===== config.mk =====
export PLATFORM = sky130hd
export DESIGN_NAME = dual_mode_buffer_flat
export DESIGN_NICKNAME = d
export VERILOG_FILES = /design/src/rtl/dual_mode_buffer_if.sv /design/src/rtl/dual_mode_buffer.sv /design/src/flat_wrapper.sv
export SDC_FILE = /design/constraint.sdc
export NUM_CORES = 1
export LEC_CHECK = 0
export BUFFER_PORTS_ARGS = -buffer_cell sky130_fd_sc_hd__buf_2
export CORE_MARGIN = 3
export CORE_UTILIZATION = 51
export DETAILED_ROUTE_END_ITERATION = 7
export PLACE_DENSITY = 0.68
export SYNTH_ARGS = -nofsm -noshare
export SYNTH_HDL_FRONTEND = slang
export SYNTH_SLANG_ARGS = --single-unit
export TNS_END_PERCENT = 5

===== constraint.sdc =====
create_clock -name clock -period 7.2 [get_ports clock]
set_input_delay 2.16 -clock clock [delete_from_list [all_inputs] [get_ports clock]]
set_output_delay 2.16 -clock clock [all_outputs]
set_load 0.02 [all_outputs]

===== src/rtl/dual_mode_buffer_if.sv =====
// Bus bundle for dual_mode_buffer: request side (mode, push, pop, write data)
// and status/read side (read data, flags, fill level, error pulses).
interface dual_mode_buffer_if #(
   parameter int BUFFER_SIZE = 8,
   parameter int DATA_WIDTH  = 8
);
   localparam int CW = $clog2(BUFFER_SIZE + 1);

   logic                  mode;
   logic                  push;
   logic [DATA_WIDTH-1:0] data_in;
   logic                  pop;
   logic [DATA_WIDTH-1:0] data_out;
   logic                  val;
   logic                  full;
   logic                  empty;
   logic                  almost_full;
   logic                  almost_empty;
   logic [CW-1:0]         count;
   logic                  active_mode;
   logic                  overflow;
   logic                  underflow;

   modport master (
      output mode, push, data_in, pop,
      input  data_out, val, full, empty, almost_full, almost_empty,
             count, active_mode, overflow, underflow
   );

   modport slave (
      input  mode, push, data_in, pop,
      output data_out, val, full, empty, almost_full, almost_empty,
             count, active_mode, overflow, underflow
   );
endinterface


===== src/rtl/dual_mode_buffer.sv =====
// Run-time selectable FIFO/LIFO buffer with fill level, threshold flags and
// one-cycle overflow/underflow pulses. Mode changes only take effect while
// the buffer is empty and no push is requested.
module dual_mode_buffer #(
   parameter int BUFFER_SIZE = 8,
   parameter int DATA_WIDTH  = 8,
   parameter int AF_LEVEL    = BUFFER_SIZE - 1,
   parameter int AE_LEVEL    = 1
) (
   input logic               clock,
   input logic               reset,
   dual_mode_buffer_if.slave bus
);
   localparam int CW = $clog2(BUFFER_SIZE + 1);
   localparam int PW = $clog2(BUFFER_SIZE);

   typedef enum logic {
      MODE_FIFO = 1'b0,
      MODE_LIFO = 1'b1
   } mode_e;

   logic [DATA_WIDTH-1:0] mem [BUFFER_SIZE];
   logic [CW-1:0]         count_q;
   logic [PW-1:0]         wr_ptr;
   logic [PW-1:0]         rd_ptr;
   mode_e                 mode_q;
   logic [DATA_WIDTH-1:0] data_out_q;
   logic                  val_q;
   logic                  overflow_q;
   logic                  underflow_q;

   logic                  full;
   logic                  empty;
   logic                  pop_acc;
   logic                  push_acc;
   logic                  load_mode;
   logic [PW-1:0]         rd_addr;
   logic [PW-1:0]         wr_addr;

   function automatic logic [PW-1:0] ptr_inc(input logic [PW-1:0] p);
      return (p == PW'(BUFFER_SIZE - 1)) ? '0 : p + 1'b1;
   endfunction

   assign full      = (count_q == CW'(BUFFER_SIZE));
   assign empty     = (count_q == '0);
   assign pop_acc   = bus.pop && !empty;
   assign push_acc  = bus.push && (!full || pop_acc);
   assign load_mode = empty && !bus.push;

   // Storage addressing: ring pointers in FIFO mode, count-relative top in LIFO mode
   always_comb begin
      rd_addr = '0;
      wr_addr = '0;
      if (mode_q == MODE_LIFO) begin
         rd_addr = PW'(count_q - 1'b1);
         // A simultaneous pop frees the top slot, so the push replaces it
         wr_addr = pop_acc ? PW'(count_q - 1'b1) : PW'(count_q);
      end else begin
         rd_addr = rd_ptr;
         wr_addr = wr_ptr;
      end
   end

   // Storage array write; contents are not reset
   always_ff @(posedge clock) begin
      if (push_acc) begin
         mem[wr_addr] <= bus.data_in;
      end
   end

   // Control state: fill level, pointers, mode, read data and error pulses
   always_ff @(posedge clock) begin
      if (reset) begin
         count_q     <= '0;
         wr_ptr      <= '0;
         rd_ptr      <= '0;
         mode_q      <= MODE_FIFO;
         data_out_q  <= '0;
         val_q       <= 1'b0;
         overflow_q  <= 1'b0;
         underflow_q <= 1'b0;
      end else begin
         case ({push_acc, pop_acc})
            2'b10:   count_q <= count_q + 1'b1;
            2'b01:   count_q <= count_q - 1'b1;
            default: count_q <= count_q;
         endcase

         if (load_mode) begin
            mode_q <= mode_e'(bus.mode);
            wr_ptr <= '0;
            rd_ptr <= '0;
         end else if (mode_q == MODE_FIFO) begin
            if (push_acc) wr_ptr <= ptr_inc(wr_ptr);
            if (pop_acc)  rd_ptr <= ptr_inc(rd_ptr);
         end

         val_q <= pop_acc;
         if (pop_acc) begin
            data_out_q <= mem[rd_addr];
         end

         overflow_q  <= bus.push && full && !bus.pop;
         underflow_q <= bus.pop && empty;
      end
   end

   assign bus.data_out     = data_out_q;
   assign bus.val          = val_q;
   assign bus.full         = full;
   assign bus.empty        = empty;
   assign bus.almost_full  = (count_q >= CW'(AF_LEVEL));
   assign bus.almost_empty = (count_q <= CW'(AE_LEVEL));
   assign bus.count        = count_q;
   assign bus.active_mode  = mode_q;
   assign bus.overflow     = overflow_q;
   assign bus.underflow    = underflow_q;
endmodule

===== src/flat_wrapper.sv =====
// flat-port wrapper written by rule: the top's interface ports become plain ports
module dual_mode_buffer_flat 
#(
   parameter int BUFFER_SIZE = 8,
   parameter int DATA_WIDTH  = 8,
   parameter int AF_LEVEL    = BUFFER_SIZE - 1,
   parameter int AE_LEVEL    = 1
)
  (clock, reset, bus_mode, bus_push, bus_data_in, bus_pop, bus_data_out, bus_val, bus_full, bus_empty, bus_almost_full, bus_almost_empty, bus_count, bus_active_mode, bus_overflow, bus_underflow);
  dual_mode_buffer_if #(.BUFFER_SIZE(BUFFER_SIZE), .DATA_WIDTH(DATA_WIDTH)) bus_i ();
  input logic clock;
  input logic reset;
  input wire logic [$bits(bus_i.mode)-1:0] bus_mode;
  input wire logic [$bits(bus_i.push)-1:0] bus_push;
  input wire logic [$bits(bus_i.data_in)-1:0] bus_data_in;
  input wire logic [$bits(bus_i.pop)-1:0] bus_pop;
  output wire logic [$bits(bus_i.data_out)-1:0] bus_data_out;
  output wire logic [$bits(bus_i.val)-1:0] bus_val;
  output wire logic [$bits(bus_i.full)-1:0] bus_full;
  output wire logic [$bits(bus_i.empty)-1:0] bus_empty;
  output wire logic [$bits(bus_i.almost_full)-1:0] bus_almost_full;
  output wire logic [$bits(bus_i.almost_empty)-1:0] bus_almost_empty;
  output wire logic [$bits(bus_i.count)-1:0] bus_count;
  output wire logic [$bits(bus_i.active_mode)-1:0] bus_active_mode;
  output wire logic [$bits(bus_i.overflow)-1:0] bus_overflow;
  output wire logic [$bits(bus_i.underflow)-1:0] bus_underflow;
  assign bus_i.mode = bus_mode;
  assign bus_i.push = bus_push;
  assign bus_i.data_in = bus_data_in;
  assign bus_i.pop = bus_pop;
  assign bus_data_out = bus_i.data_out;
  assign bus_val = bus_i.val;
  assign bus_full = bus_i.full;
  assign bus_empty = bus_i.empty;
  assign bus_almost_full = bus_i.almost_full;
  assign bus_almost_empty = bus_i.almost_empty;
  assign bus_count = bus_i.count;
  assign bus_active_mode = bus_i.active_mode;
  assign bus_overflow = bus_i.overflow;
  assign bus_underflow = bus_i.underflow;
  dual_mode_buffer #(.BUFFER_SIZE(BUFFER_SIZE), .DATA_WIDTH(DATA_WIDTH), .AF_LEVEL(AF_LEVEL), .AE_LEVEL(AE_LEVEL)) u_core (.clock(clock), .reset(reset), .bus(bus_i));
endmodule

Yosys cells after proc, flatten, opt, wreduce, memory -nomap -nowiden
Memories as Yosys holds them, arrays and structs flattened. A register that Yosys moved wholly into a read port is not among the register bits.
Cells that the tools add are included.
{ "classes": {"n_addsub": 4, "mul": 0, "div": 0, "order_cmp": 2, "n_eq_ne": 5, "shift": 0, "mux": 8, "n_bitwise": 1, "n_reduce_logical": 16} }
{ "op_table": {"columns": ["op", "n"], "rows": [
  ["3-bit two-way mux", 5],
  ["4-bit case mux with 2 select lines", 1],
  ["3-bit by 1-bit adder with 3-bit output, second input constant", 2],
  ["3-bit equality test, second input constant", 2],
  ["1-bit logical AND", 6],
  ["4-bit by 1-bit adder with 4-bit output, second input constant", 1],
  ["4-bit equality test, second input constant", 1],
  ["4-bit by 3-bit greater-or-equal comparator with 1-bit output, second input constant", 1],
  ["4-bit by 1-bit <= comparator with 1-bit output, second input constant", 1],
  ["1-bit zero test", 4],
  ["4-bit zero test", 1],
  ["2-bit AND reduction", 2],
  ["4-bit by 1-bit subtractor with 4-bit output, second input constant", 1],
  ["2-bit by 1-bit equality test with 1-bit output, second input constant", 1],
  ["2-bit equality test, second input constant", 1],
  ["1-bit two-way mux", 2],
  ["2-bit nonzero test", 1],
  ["2-bit OR reduction", 1],
  ["1-bit logical OR", 1],
  ["1-bit NOT", 1]
]} }
{ "totals": {"reg_bits": 14, "latchBits": 0, "ram_bits": 64, "mem_bits_ro": 0, "inputBits": 13, "wordCells": 44, "n_memories": 1} }
{ "mem_list": {"columns": ["name", "words", "width", "read_ports", "rd_ports_with_merged_regs", "write_ports", "line", "text"], "rows": [
  ["u_core.mem", 8, 8, 1, 1, 1, "dual_mode_buffer.sv:22", "logic [DATA_WIDTH-1:0] mem [BUFFER_SIZE];"]
]} }

Longest topological paths before layout
{ "logic_depth": {"depth_word": 7, "ltp_mapped": 9, "depth_no_buf": 8} }

Worst setup path after synthesis
No wires, ideal clock.
{ "synth_path": {"kind": "input -> register", "startpoint": "input port bus_pop", "endpoint": "memory u_core.mem[6][0], enable pin", "setup_time_ns": 0.385, "arrival_time_ns": 3.642, "path_slack_ns": 3.173, "cell_stages": 5, "path_buffers": 2, "cell_sequence": "buf_2 clkbuf_1 o21a_1 o211ai_1 nor3b_1"} }
{ "synth_via": {"elab_chain_len": 5} }
{ "synth_rtl": {"columns": ["item", "line", "text"], "rows": [
  ["start, declared", "flat_wrapper.sv:16", "input wire logic [$bits(bus_i.pop)-1:0] bus_pop;"],
  ["1-bit logical AND *", "dual_mode_buffer.sv:46", "assign pop_acc = bus.pop && !empty;"],
  ["1-bit logical OR", "dual_mode_buffer.sv:47", "assign push_acc = bus.push && (!full || pop_acc);"],
  ["1-bit logical AND", "dual_mode_buffer.sv:47", null],
  ["1-bit two-way mux", "dual_mode_buffer.sv:66", "if (push_acc) begin"],
  ["1-bit two-way mux (implied by the code)", "dual_mode_buffer.sv:67", "mem[wr_addr] <= bus.data_in;"],
  ["end, declared", "dual_mode_buffer.sv:22", null]
]} }
Mark *: on every way between the ends. The rest lies on a longest branch, timed or not.

Worst setup path in the final report
{ "layout_path": {"startpoint": "register u_core.count_q[0], in the netlist u_core.bus.count[0]", "endpoint": "output port bus_empty"} }
{ "layout_via": {"elab_chain_len": 1} }
{ "layout_rtl": {"columns": ["item", "line", "text"], "rows": [
  ["start, declared", "dual_mode_buffer.sv:23", "logic [CW-1:0] count_q;"],
  ["start signal, assigned", "dual_mode_buffer.sv:84", "2'b10: count_q <= count_q + 1'b1;"],
  ["start signal, assigned", "dual_mode_buffer.sv:85", "2'b01: count_q <= count_q - 1'b1;"],
  ["start signal, assigned", "dual_mode_buffer.sv:86", "default: count_q <= count_q;"],
  ["4-bit zero test", "dual_mode_buffer.sv:45", "assign empty = (count_q == '0);"],
  ["end, declared", "flat_wrapper.sv:20", "output wire logic [$bits(bus_i.empty)-1:0] bus_empty;"]
]} }
Every way passes these cells.

==> impl_metrics.toml <==
[layout]
antennaDiodeCount = 0
nNetsFinal = 374
drive_above_1_share_pct = 15.64
final_area_sq_mm = 0.004339
area_growth_pct = 9.573

[cts]
clock-root-buffer = "clkbuf_8"
cts_made_buffers = 9
cts_sinks = 86
clk_path_buf_depth = 2
clk_latency_ns = 0.36
cts_hold_buffers = 0
clk_pin_slew_ns = 0.09
cts_tree = "done"
cts_resized = 0
htree_levels = 3
postCtsSetupBuffers = 0

[global_routing]
grt_pass1_vias = 2580
overflow = 0
grt_max_degree = 21
grt_pass1_wl_um = 12910
grt_usage_pct = 19.78
antenna_found_initial = 0

[floorplanning]
die_w_um = 94.12
row_count = 31
io_pins = 33
core-area_sq_mm = 0.007408
start_util_pct = 53.45
die_h_um = 94.12
die-area_sq_mm = 0.008859

[setup_path]
arrival_ns = 2.40
rr_endpoint = "u_core.mem[6][3]"
r2r_slack_ns = 3.46
critical_path_class = "reg2out"
cp.required_ns = 5.04
worstReg2RegStart = "u_core.bus.count[0]"
end_kind = "primary output"
path_max_fanout = 16
r2r_cells = 7
start_kind = "register"

[yosys]
synth_seq_area_share_pct = 59.65
syn_area_per_cell_sq_um = 12.07
syn-num-nets = 349
synth_most_common_cell = "edfxtp_1"
synth_edf_count = 64
async_flop_share_pct = 0
synth.cell_area_sq_mm = 0.003960
synth.distinct_cells = 52
synth_largest_area_cell = "edfxtp_1"
ys.warnings.count = 0
synth_top_cells_by_count = "64 x edfxtp_1, 36 x nor2_1, 33 x nand2_1"
ys_ff_latch = 86
syn_inst = 328
synthTopCellsByArea = "edfxtp_1 49%, dfxtp_1 11%, mux2i_1 3.8%, nor2_1 3.4%, nand2_1 3.1%"
yosysTopAreaCellShare_pct = 48.53
synthFlopType = "edfxtp_1"

[sta]
skew_ns = 0.008719
finalSetupTns_ns = 0
tightest_slew_ns = 1.159
fmaxAchievable_ghz = 0.2192
rsz0062_at_grt = "false"
min_period_over_period_pct = 63.36
finalSetupViolCount = 0
period_needed_ns = 4.562
slew_violations = 0
hold_viol = 0
maxSlewHeadroom_pct = 22.59

[detailed_routing]
drc = 0
firstDrtPassIters = 4
viasPerCell = 5.761
drt-total-wl_um = 8258
ant_nets = 0
vias = 2633
routedWlPerCell_um = 18.07
drt_iter0_markers = 171

[placement]
portBuffers = 32
hpwl_um = 5664
gp_congestion = 0.9028
placed_cell_area_sq_mm = 0.004131

[min_path]
hold_path_class = "reg2reg"
min_to = "u_core.bus.data_out[6]"
hold_depth = 2
min_from = "u_core.bus.data_out[6]"

[pwr]
power_leakage_uw = 0.001614
power.total_uw = 1464
p_per_area_mw_per_mm2 = 337.4
worst_ir_drop_vdd_mv = 0.2019

[job]
drv_cap = 0

[status]
outcome = "finished, final reports clean"
==> metrics by stage <==
step | hold WS (ns) | utilization, % | worst slack (ns) | std cells
floorplan | 0.4791 | - | 3.173 | 328
global placement | 0.4376 | 55.77 | 2.957 | 441
detailed placement | 0.4457 | 55.77 | 2.819 | 441
CTS | 0.4671 | 58.57 | 2.628 | 457
global route | 0.4831 | 58.57 | 2.470 | 457
finish | 0.4640 | 58.57 | 2.638 | 457
==> power by group <==
group	total (uW)	switching (uW)	internal, uW	leakage (uW)
Sequential	646	52.8	593	0.000761
Combinational	466	296	170	0.000749
Clock	353	185	168	0.000103
Total	1460	534	930	0.00161
==> flip-flops by register name, indices dropped and copies added, names as in the netlist <==
| name | flops |
|---|---|
| u_core.bus.val | 1 |
| u_core.rd_ptr | 3 |
| u_core.bus.overflow | 1 |
| u_core.bus.count | 4 |
| u_core.bus.active_mode | 1 |
| u_core.bus.underflow | 1 |
| u_core.mem | 64 |
| u_core.wr_ptr | 3 |
| u_core.bus.data_out | 8 |
==> area by class of cell <==
cell class / count / area (sq um)
inverters: 6 / 22.52
repair buffers: 32 / 160.2
fillers: 613 / 3069
flip-flops and latches: 86 / 2362
multi-input cells: 218 / 1463
clock buffers: 9 / 123.9
clock inverters: 7 / 83.83
well taps: 99 / 123.9
==> layer usage <==
layer  vias up  track usage, %  wire length, um  part of all wire [%]
met5         -               0                0                     0
met4         0           7.702              114                   1.4
met3        11           4.808              320                   3.9
met2        65           34.30             4306                    52
met1      1284           23.60             3516                    43
li1       1273               -                -                     -
==> worst max path at each step <==
stage	startpoint	to	cells after the start
2_1_floorplan	bus_pop	u_core.mem[6][0]	5
3_3_place_gp	bus_pop	u_core.mem[6][1]	5
3_5_place_dp	bus_pop	u_core.mem[6][1]	5
4_1_cts	u_core.bus.count[0]	bus_empty	5
5_1_grt	u_core.bus.count[0]	bus_empty	5
6_report	u_core.bus.count[0]	bus_empty	5
==> logic make-up after synthesis <==
logic type               after synthesis  synth area share, %
flip-flops                            86                59.65
XOR/XNOR                               4               0.8846
multiplexers                          15                3.791
buffers and inverters                 24                3.412
AND/OR/NAND/NOR                      123                16.68
adder cells (fa/ha/maj)                8                2.528
AO/OA/AOI/OAI                         68                13.05
==> worst max-delay path, stage by stage, from the launching register on <==
cell,delay (ns)
dfxtp_1,0.74
inv_2,0.25
ha_1,0.36
or3b_1,0.46
inv_1,0.06
buf_2,0.16
==> layout by cell type, fill, tap and decap left out, types with 2 or more instances in the layout <==
cell type	n
and2_1	2
nor2_1	36
xnor2_1	4
o21ai_0	11
a2bb2oi_1	8
mux2i_1	15
nor2b_1	2
a21o_1	2
or2b_1	6
o221ai_1	8
o31ai_1	9
inv_1	5
nand2b_1	3
and2b_1	3
nor3_1	10
nor4b_1	2
dfxtp_1	22
clkbuf_8	9
ha_1	8
nand2_1	33
o22ai_1	2
edfxtp_1	64
a32o_1	8
inv_6	4
buf_2	32
nand3b_1	12
a21oi_1	10
nor3b_1	2
a311oi_1	2
Note: power is estimated with default switching activity, not from simulation.
